**config.mk**
```make
export PLATFORM = sky130hd
export DESIGN_NAME = count_snapshot_buf
export DESIGN_NICKNAME = d
export VERILOG_FILES = /design/src/rtl/count_snapshot_buf.sv
export SDC_FILE = /design/constraint.sdc
export NUM_CORES = 1
export LEC_CHECK = 0
export CAP_MARGIN = 30
export CORE_AREA = 5 5 82 84
export CTS_CLUSTER_DIAMETER = 50
export DETAILED_ROUTE_END_ITERATION = 8
export DIE_AREA = 0 0 87 89
export PLACE_DENSITY = 0.74
export SLEW_MARGIN = 20
export SYNTH_ARGS = -nofsm -noshare
export SYNTH_HDL_FRONTEND = slang
export SYNTH_SLANG_ARGS = --single-unit
export TNS_END_PERCENT = 20
```
**constraint.sdc**
```tcl
create_clock -name clk -period 2.9 [get_ports clk]
set_input_delay 0.29 -clock clk [delete_from_list [all_inputs] [get_ports clk]]
set_output_delay 0.29 -clock clk [all_outputs]
set_load 0.02 [all_outputs]
```
**src/rtl/count_snapshot_buf.sv**
```systemverilog
// ============================================================================
// count_snapshot_buf
// ----------------------------------------------------------------------------
// Purpose
//   This block sits downstream of a small free-running up-counter. It watches
//   the counter for wrap-around (all-ones -> zero) and keeps a wrap-extension
//   field 'ext', which together with the counter forms the value {ext,count}.
//   Each cycle that 'sample' is high, one snapshot of {ext,count} goes into a
//   small FIFO. The FIFO drains to a readout stage over a valid/ready
//   interface.
//
// Build option
//   CAPTURE_GATE_EN  When this macro is defined, a sample is only taken while
//                    'enable' is high. While 'enable' is low the sample is
//                    ignored: nothing is pushed, nothing is dropped, and the
//                    overflow flag does not change. When the macro is not
//                    defined, samples are taken whatever the value of
//                    'enable'. Wrap tracking is the same in both builds.
//
// Ports
//   clk        in   1             rising-edge clock
//   reset      in   1             synchronous, active-high reset
//   enable     in   1             counter enable (same net as the counter's)
//   count      in   CNT_W         counter value
//   sample     in   1             capture request, one snapshot per high cycle
//   out_ready  in   1             consumer ready
//   clear_ovf  in   1             clears the sticky overflow flag
//   out_valid  out  1             head entry valid
//   out_data   out  CNT_W+EXT_W   {ext,count} snapshot at the FIFO head
//   level      out  ADDR_W+1      number of entries held, 0..DEPTH
//   full       out  1             level == DEPTH
//   empty      out  1             level == 0
//   overflow   out  1             sticky: a sample was dropped while full
// ============================================================================
module count_snapshot_buf #(
    parameter int CNT_W  = 4,
    parameter int EXT_W  = 4,
    parameter int DEPTH  = 4,
    parameter int ADDR_W = 2
) (
    input  logic                     clk,
    input  logic                     reset,
    input  logic                     enable,
    input  logic [CNT_W-1:0]         count,
    input  logic                     sample,
    input  logic                     out_ready,
    input  logic                     clear_ovf,
    output logic                     out_valid,
    output logic [CNT_W+EXT_W-1:0]   out_data,
    output logic [ADDR_W:0]          level,
    output logic                     full,
    output logic                     empty,
    output logic                     overflow
);

    localparam int              DATA_W    = CNT_W + EXT_W;
    localparam logic [ADDR_W:0] LEVEL_MAX = (ADDR_W + 1)'(DEPTH);

    // ------------------------------------------------------------------------
    // State
    // ------------------------------------------------------------------------
    logic [CNT_W-1:0]  r_prev_count;
    logic [EXT_W-1:0]  r_ext;
    logic [DATA_W-1:0] r_mem [DEPTH];
    logic [ADDR_W-1:0] r_wr_ptr;
    logic [ADDR_W-1:0] r_rd_ptr;
    logic [ADDR_W:0]   r_level;
    logic              r_out_valid;
    logic [DATA_W-1:0] r_out_data;
    logic              r_overflow;

    // ------------------------------------------------------------------------
    // Combinational signals
    // ------------------------------------------------------------------------
    logic              w_wrap;
    logic [EXT_W-1:0]  w_ext_now;
    logic [DATA_W-1:0] w_snap;
    logic              w_gate_ok;
    logic              w_full;
    logic              w_empty;
    logic              w_pop;
    logic              w_push;
    logic              w_drop;
    logic [ADDR_W-1:0] w_wr_ptr_next;
    logic [ADDR_W-1:0] w_rd_ptr_next;
    logic [ADDR_W:0]   w_level_next;
    logic [DATA_W-1:0] w_head_next;
    logic              w_overflow_next;
    logic [DEPTH-1:0]  w_wr_en;

    // ------------------------------------------------------------------------
    // Capture gating
    // ------------------------------------------------------------------------
`ifdef CAPTURE_GATE_EN
    assign w_gate_ok = enable;
`else
    // In this build 'enable' has no effect on capture. The net is kept
    // connected so that the port list is the same in both builds.
    logic w_unused_enable;
    assign w_unused_enable = enable;
    assign w_gate_ok       = 1'b1;
`endif

    // ------------------------------------------------------------------------
    // Wrap tracking
    // A wrap is only the step from all-ones to zero. A counter reset from any
    // other value to zero is not a wrap. The snapshot adds the current wrap
    // into ext, so a sample taken in the wrap cycle already shows it.
    // ------------------------------------------------------------------------
    assign w_wrap    = (r_prev_count == {CNT_W{1'b1}}) && (count == '0);
    assign w_ext_now = r_ext + EXT_W'(w_wrap);
    assign w_snap    = {w_ext_now, count};

    // ------------------------------------------------------------------------
    // FIFO control
    // full and empty are decoded from level. When the FIFO is full, a push
    // is still accepted if a pop frees a slot in the same cycle.
    // ------------------------------------------------------------------------
    assign w_full  = (r_level == LEVEL_MAX);
    assign w_empty = (r_level == '0);
    assign w_pop   = r_out_valid && out_ready;
    assign w_push  = sample && w_gate_ok && (!w_full || w_pop);
    assign w_drop  = sample && w_gate_ok && w_full && !w_pop;

    // DEPTH is a power of two, so the pointers wrap on their natural width.
    assign w_wr_ptr_next = w_push ? r_wr_ptr + ADDR_W'(1) : r_wr_ptr;
    assign w_rd_ptr_next = w_pop  ? r_rd_ptr + ADDR_W'(1) : r_rd_ptr;

    always_comb begin
        w_level_next = r_level;
        case ({w_push, w_pop})
            2'b10:   w_level_next = r_level + (ADDR_W + 1)'(1);
            2'b01:   w_level_next = r_level - (ADDR_W + 1)'(1);
            default: w_level_next = r_level;
        endcase
    end

    // Sticky overflow. When a drop and clear_ovf happen in the same cycle,
    // the drop wins.
    always_comb begin
        w_overflow_next = r_overflow;
        if (w_drop) begin
            w_overflow_next = 1'b1;
        end else if (clear_ovf) begin
            w_overflow_next = 1'b0;
        end
    end

    // ------------------------------------------------------------------------
    // Head register
    // out_data is a registered copy of the entry that will be at the head
    // after this cycle. The next head slot can be the slot being written in
    // this same cycle. That happens when the FIFO was empty, or when it held
    // one entry that is being popped. In that case the new snapshot is
    // forwarded, because the RAM does not hold it yet. When nothing is left,
    // the last value is held. If no pop happens, the next head is the current
    // head, so out_data stays stable while the consumer stalls.
    // ------------------------------------------------------------------------
    always_comb begin
        w_head_next = r_out_data;
        if (w_level_next != '0) begin
            if (w_push && (r_wr_ptr == w_rd_ptr_next)) begin
                w_head_next = w_snap;
            end else begin
                w_head_next = r_mem[w_rd_ptr_next];
            end
        end
    end

    // ------------------------------------------------------------------------
    // Storage
    // The write address is decoded to one-hot enables, one per entry.
    // ------------------------------------------------------------------------
    genvar gi;
    generate
        for (gi = 0; gi < DEPTH; gi++) begin : g_wr_dec
            assign w_wr_en[gi] = w_push && (r_wr_ptr == ADDR_W'(gi));
        end
    endgenerate

    // Entries are not cleared on reset. Reset moves the pointers, and level
    // tells which entries hold data.
    always_ff @(posedge clk) begin
        if (!reset) begin
            for (int i = 0; i < DEPTH; i++) begin
                if (w_wr_en[i]) begin
                    r_mem[i] <= w_snap;
                end
            end
        end
    end

    // ------------------------------------------------------------------------
    // Control and status registers
    // During reset, count may be X. prev_count is forced to zero so that X
    // never reaches the wrap detector.
    // ------------------------------------------------------------------------
    always_ff @(posedge clk) begin
        if (reset) begin
            r_prev_count <= '0;
            r_ext        <= '0;
            r_wr_ptr     <= '0;
            r_rd_ptr     <= '0;
            r_level      <= '0;
            r_out_valid  <= 1'b0;
            r_out_data   <= '0;
            r_overflow   <= 1'b0;
        end else begin
            r_prev_count <= count;
            r_ext        <= w_ext_now;
            r_wr_ptr     <= w_wr_ptr_next;
            r_rd_ptr     <= w_rd_ptr_next;
            r_level      <= w_level_next;
            r_out_valid  <= (w_level_next != '0);
            r_out_data   <= w_head_next;
            r_overflow   <= w_overflow_next;
        end
    end

    // ------------------------------------------------------------------------
    // Outputs
    // ------------------------------------------------------------------------
    assign out_valid = r_out_valid;
    assign out_data  = r_out_data;
    assign level     = r_level;
    assign full      = w_full;
    assign empty     = w_empty;
    assign overflow  = r_overflow;

endmodule

```
==> reports/results.tsv, run 1 <==
metric	value	unit
die_area	0.00774	mm^2
path_clk_slew	0.06	ns
cts_max_level	3	
antenna_cells	0	
dpl.cell_count	341	
fill_cells	477	
worstSkewPairLatency	0.33	ns
cts_sinks	57	
hold_start	out_data[7]	
r2r_cells	9	
synthArstFlopShare	0	%
grt_max_degree	34	
critPathKind	in2reg	
initial_utilization	49.1	%
final_max_slew_viol_count	0	
clock-root-buffer	clkbuf_8	
fmax	0.403	GHz
vias	2053	
status	completed	
power.share.combinational	22.5	%
hold_class	reg2reg	
fin_skew	0.00838	ns
postPlaceCellArea	0.00320	mm^2
drc	0	
dp_hpwl	4.20	mm
post_cts_resized	0	
tns	0	ns
power.internal	1.60	mW
fp.dieH	89	um
post_drt_wl_per_cell	17.4	um
grt_antenna_before_repair	0	
ant_nets	0	
endpoint_kind	flop	
crit_required	3.13	ns
clk_path_buf_depth	2	
grt_overflow	0	
final_area	0.00342	mm^2
rr_startpoint	out_valid	
hold_violations	0	
grt_pass1_wl	10.5	mm
peakVddDrop	0.000401	V
holdBufCountCts	0	
finalCritPeriodShare	85.5	%
stdcell_count	357	
finish.net_count	294	
worstPathMaxFanout	9	
powerDensity	650	mW/mm^2
synth-edff-count	32	
r2r-end	out_valid	
p_sw	0.621	mW
p_sw_share	27.9	%
numCtsBuffers	9	
cp-start-kind	input port	
synth_fp_nets	265	
synthCells	248	
viasPerCell	5.75	
dieWidth	87	um
cts_tree	built	
core_area	0.00585	mm^2
seq_area_frac_synth	50.9	%
synth.distinct_cells	49	
layout-drive-gt1-share	15.2	%
place_congestion	0.804	
min_to	out_data[7]	
final.min_clock_period	2.48	ns
power_frac_seq	42.7	%
dr.pass1.iters	4	
setup_viol	0	
grt_usage	17.8	%
arrival	2.71	ns
seqCellArea	0.00146	mm^2
whs_path_depth	2	
row_count	28	
cts_setup_buffers	0	
grt_pass1_vias	2160	
maxCapViolCount	0	
wl	6.21	mm
synth_top_flop_cell	edfxtp_1	
synthesis.area	0.00287	mm^2
yosys_warnings	0	
tightest_slew	0.796	ns
io_buffers	23	
slew-limit-headroom	46.8	%
pin_count	25	
drtIter0Drc	133	
multiInputGateArea	0.00124	mm^2
synth_area_per_cell	11.6	um^2
hold_slack	0.539	ns
worst-r2r-setup-slack	0.48	ns
p_leak	1.23	nW
pwr-share-clk	34.8	%
rsz0062_at_grt	false	
syn2layout_area_growth	18.9	%
synth_seq_cells	57	
per-layer routing:
layer / wire, um / up-vias / GRT usage, %
met5: 0 / - / 0
met4: 100 / 0 / 7.08
met3: 273 / 7 / 4.61
met2: 3210 / 39 / 30.8
met1: 2620 / 991 / 21.1
li1: - / 1016 / -
placed cells by master (no fill, tap or decap), drive strengths merged, types with 5 or more instances in the layout:
| master | Yosys | final |
|---|---|---|
| a211oi | 23 | 23 |
| a21oi | 10 | 10 |
| a2bb2oi | 7 | 7 |
| buf | 15 | 19 |
| clkbuf | 9 | 12 |
| clkdlybuf4s50 | 0 | 23 |
| dfxtp | 25 | 25 |
| edfxtp | 32 | 32 |
| ha | 6 | 6 |
| inv | 8 | 8 |
| mux2i | 16 | 16 |
| nand2 | 6 | 6 |
| nand4b | 8 | 8 |
| nor2 | 9 | 9 |
| nor2b | 8 | 8 |
| nor3b | 5 | 5 |
| nor4bb | 7 | 7 |
| o31ai | 17 | 17 |
layout make-up:
cell class / instances / area share [%]
multi-input cells: 159 / 36.4
flip-flops and latches: 57 / 42.8
clock inverters: 4 / 1.46
repair buffers: 42 / 10.9
clock buffers: 12 / 4.83
well taps: 75 / 2.75
inverters: 8 / 0.879
stage by stage:
step,setup slack (ns),util (%),power (mW)
2_1_floorplan,0.266,-,1.31
3_3_place_gp,0.154,54.7,1.45
3_5_place_dp,0.0753,54.7,1.46
4_1_cts,0.437,58.4,2.24
5_1_grt,0.284,58.4,2.33
6_report,0.420,58.4,2.22
kinds of logic (layout without fill, tap and decap cells):
kind of cell,count (synthesis),count (layout),share of synthesized area [%]
muxes,17,17,5.97
xor gates and xnor gates,6,6,1.83
DFF,57,57,50.9
and+or+nand+nor,60,60,14.2
buffers and inverters,32,66,5.84
adders and majority gates,7,7,3.31
AOI/OAI and AO/OA,69,69,18.0
registers in the layout (all words and copies together) (netlist names):
register	count
out_data	8
r_prev_count	4
r_ext	4
level	3
r_rd_ptr	2
out_valid	1
r_wr_ptr	2
overflow	1
r_mem	32
critical path, cell delays in order:
cell and delay (ns):
clkdlybuf4s50_1 0.48, nand2_1 0.07, nor2_1 0.18, inv_1 0.11, fa_1 0.41, nor2b_1 0.16
nor4_1 0.35, a211oi_2 0.12, or2_1 0.34, and2_4 0.20
how the worst max path moves through the flow:
stage | from | endpoint | slack [ns] | cells past startpoint
after floorplan | out_valid | out_valid | 0.27 | 11
after global placement | out_ready | out_valid | 0.15 | 10
after detailed placement | out_ready | out_valid | 0.08 | 10
after CTS | out_ready | out_valid | 0.44 | 10
after global routing | out_ready | out_data[4] | 0.28 | 10
final | out_ready | out_valid | 0.42 | 10
synthesized netlist by cell type (2+ instances only):
| master | number | share of area, % |
|---|---|---|
| clkbuf_1 | 9 | 1.2 |
| xor2_1 | 3 | 0.91 |
| xnor2_1 | 3 | 0.91 |
| buf_2 | 8 | 1.4 |
| dfxtp_1 | 25 | 17 |
| ha_1 | 6 | 2.6 |
| nand4b_1 | 8 | 2.4 |
| a211oi_1 | 22 | 5.7 |
| edfxtp_1 | 32 | 33 |
| a2bb2oi_1 | 7 | 2.1 |
| nor4bb_1 | 7 | 2.4 |
| nor3b_1 | 4 | 1.0 |
| or4_1 | 2 | 0.52 |
| buf_4 | 2 | 0.52 |
| a21oi_1 | 10 | 1.7 |
| nor2b_1 | 8 | 1.7 |
| nor2_1 | 9 | 1.2 |
| nand3b_1 | 2 | 0.52 |
| nand2_1 | 6 | 0.78 |
| nand4_1 | 2 | 0.44 |
| o31ai_1 | 17 | 4.4 |
| and2_1 | 2 | 0.44 |
| mux2i_1 | 16 | 5.6 |
| inv_1 | 7 | 0.91 |
| nand3_1 | 2 | 0.35 |
| and2_4 | 2 | 0.61 |
| a211o_1 | 2 | 0.61 |
| buf_6 | 4 | 1.6 |
power groups by stage:
stage / Combinational, mW / Clock [mW] / Sequential (mW)
after floorplan: 0.312 / 0 / 0.993
after global placement: 0.488 / 0 / 0.965
after detailed placement: 0.497 / 0 / 0.966
after CTS: 0.502 / 0.790 / 0.949
after global routing: 0.547 / 0.831 / 0.957
final: 0.500 / 0.772 / 0.950
No activity file was read; power rests on OpenSTA's default activity.
==> run 2: changes to the inputs <==
--- a/config.mk
+++ b/config.mk
@@ -11,6 +11,8 @@
 export DETAILED_ROUTE_END_ITERATION = 8
 export DIE_AREA = 0 0 87 89
 export PLACE_DENSITY = 0.74
+export RECOVER_POWER = 50
+export SKIP_CTS_REPAIR_TIMING = 1
 export SLEW_MARGIN = 20
 export SYNTH_ARGS = -nofsm -noshare
 export SYNTH_HDL_FRONTEND = slang
==> run 2 against run 1 <==
Clock skew is essentially flat. Global-route usage is the same. Maximum frequency shrank 3.9%. Worst setup slack lost 0.10 ns. First-iteration DRC count shrank 14%. Register-to-register slack lost 0.03 ns. Via count grew 1.5%. Highest routed layer unchanged.
==> reports/results.tsv, run 2 (synthesis gave the netlist of run 1 again) <==
metric	value	unit	change
crit_required	3.13	ns	about the same
grt_pass1_vias	2160		unchanged
row_count	28		unchanged
io_buffers	23		unchanged
ant_nets	0		unchanged
core_area	0.00585	mm^2	unchanged
largest_reg_flops	32		unchanged
dieWidth	87	um	unchanged
place_congestion	0.804		unchanged
grt_usage	17.8	%	unchanged
viasPerCell	5.83		+1.5%
route.met2.wl	3.18	mm	-1.2%
pin_count	25		unchanged
wl	6.21	mm	about the same
max_stage_delay	0.55	ns	+0.07 ns
top_layer_used	met4		
worstSkewPairLatency	0.33	ns	about the same
final_common_cell	edfxtp_1		
grt_overflow	0		unchanged
fp.dieH	89	um	unchanged
mostFrequentLayoutCells	edfxtp_1 (32), dfxtp_1 (25), a211oi_1 (22)		
dr.pass1.iters	4		unchanged
layout-drive-gt1-share	13.5	%	-1.8 points
grt_antenna_before_repair	0		unchanged
peakVddDrop	0.000402	V	about the same
clk_path_buf_depth	2		unchanged
clock-root-buffer	clkbuf_8		
antenna_cells	0		unchanged
finish.net_count	294		unchanged
cts_sinks	57		unchanged
power.internal	1.59	mW	-0.97%
maxCapViolCount	0		unchanged
final_max_slew_viol_count	0		unchanged
slew-limit-headroom	46.0	%	-0.84 points
cp_top_family	simple AND/OR/NAND/NOR gates		
power_frac_seq	43.0	%	+0.3 points
p_sw	0.620	mW	-0.17%
cp_num_buf_inv	2		unchanged
tightest_slew	0.808	ns	+0.0125 ns
critPathKind	in2reg		
cpMaxStageDelayCell	dlygate4sd3_1		
m1WireLength	2.63	mm	+0.15%
tns	0	ns	unchanged
cts_max_level	3		unchanged
arrival	2.81	ns	+0.10 ns
drtIter0Drc	115		-14%
cp-start-kind	input port		
numCtsBuffers	9		unchanged
post_drt_wl_per_cell	17.4	um	about the same
crit_chain	dlygate4sd3_1, nand2_1, nor2_1, inv_1, fa_1, nor2b_1, nor4_1, a211oi_2, or2_1, and2_4		
hold_class	reg2reg		
grt_pass1_wl	10.5	mm	unchanged
initial_utilization	49.1	%	unchanged
worstPathMaxFanout	9		unchanged
vias	2083		+1.5%
pwr-share-clk	35.1	%	+0.3 points
cts_tree	built		
dp_hpwl	4.20	mm	unchanged
rsz0062_at_grt	false		
power	2.21	mW	-0.75%
setup_viol	0		unchanged
syn2layout_area_growth	18.3	%	
die_area	0.00774	mm^2	unchanged
final.min_clock_period	2.58	ns	+0.0998 ns
endpoint_kind	flop		
powerDensity	649	mW/mm^2	-0.20%
drc	0		unchanged
fin_skew	0.00840	ns	+0.0000197 ns
finalCritPeriodShare	89.0	%	+3.4 points
top_register	r_mem		
wl_met3	301	um	+10%
fmax	0.388	GHz	-3.9%
postLayoutCoreUtil	58.1	%	-0.32 points
status	completed		
grt_max_degree	34		unchanged
fill_cells	482		+1.0%
hold_violations	0		unchanged
p_sw_share	28.1	%	+0.16 points
p_leak	1.24	nW	+0.76%
power.share.combinational	21.9	%	-0.6 points
path_clk_slew	0.06	ns	about the same
## run 2: changes by cell type in the layout (fill, tap and decap cells not counted)
cell / previous run / this run
buf_4: 19 / 14
clkbuf_1: 0 / 5
clkdlybuf4s50_1: 23 / 6
dlygate4sd3_1: 0 / 17
## run 2: path summary, 6_finish.rpt
path                   from   endpoint  slack (ns)  depth (start not counted)
hold reg to reg    overflow   overflow        0.53                          2
hold / removal     overflow   overflow        0.53                          2
setup reg to reg  out_valid  out_valid        0.45                          9
setup / recovery  out_ready  out_valid        0.32                         10
## run 2: area by class of cell
type	instances	area (um^2)	area share [%]
sequential	57	1460	43.0
multi-input combinational	159	1240	36.6
timing repair buffer	42	354	10.4
clock buffer	12	165	4.86
tap	75	93.8	2.76
clock inverter	4	50.0	1.47
inverter	8	30.0	0.884
## run 2: through the flow
step	cell area, um^2	std cells	hold slack, ns	setup WS [ns]
3_3_place_gp	3200	341	0.476	0.154
6_report	3400	357	0.530	0.320
3_5_place_dp	3200	341	0.518	0.0753
5_1_grt	3400	357	0.575	0.171
4_1_cts	3420	357	0.539	0.437
2_1_floorplan	2870	248	0.389	0.266
## run 2: layer usage
metal	global-route usage [%]	vias to the layer above
li1	-	1018
met2	30.8	51
met4	7.08	0
met5	0	-
met3	4.61	7
met1	21.1	1007
## run 2: worst min-delay path, stage by stage (launching register included)
cell and delay [ns]:
dfxtp_1 0.34, a32oi_1 0.06, nor2_1 0.09
## run 2: power groups by stage
| stage | sequential [mW] | combinational (mW) | clock [mW] |
|---|---|---|---|
| 2_1_floorplan | 0.993 | 0.312 | 0 |
| 3_3_place_gp | 0.965 | 0.488 | 0 |
| 3_5_place_dp | 0.966 | 0.497 | 0 |
| 4_1_cts | 0.949 | 0.502 | 0.790 |
| 5_1_grt | 0.956 | 0.531 | 0.831 |
| 6_report | 0.948 | 0.484 | 0.773 |
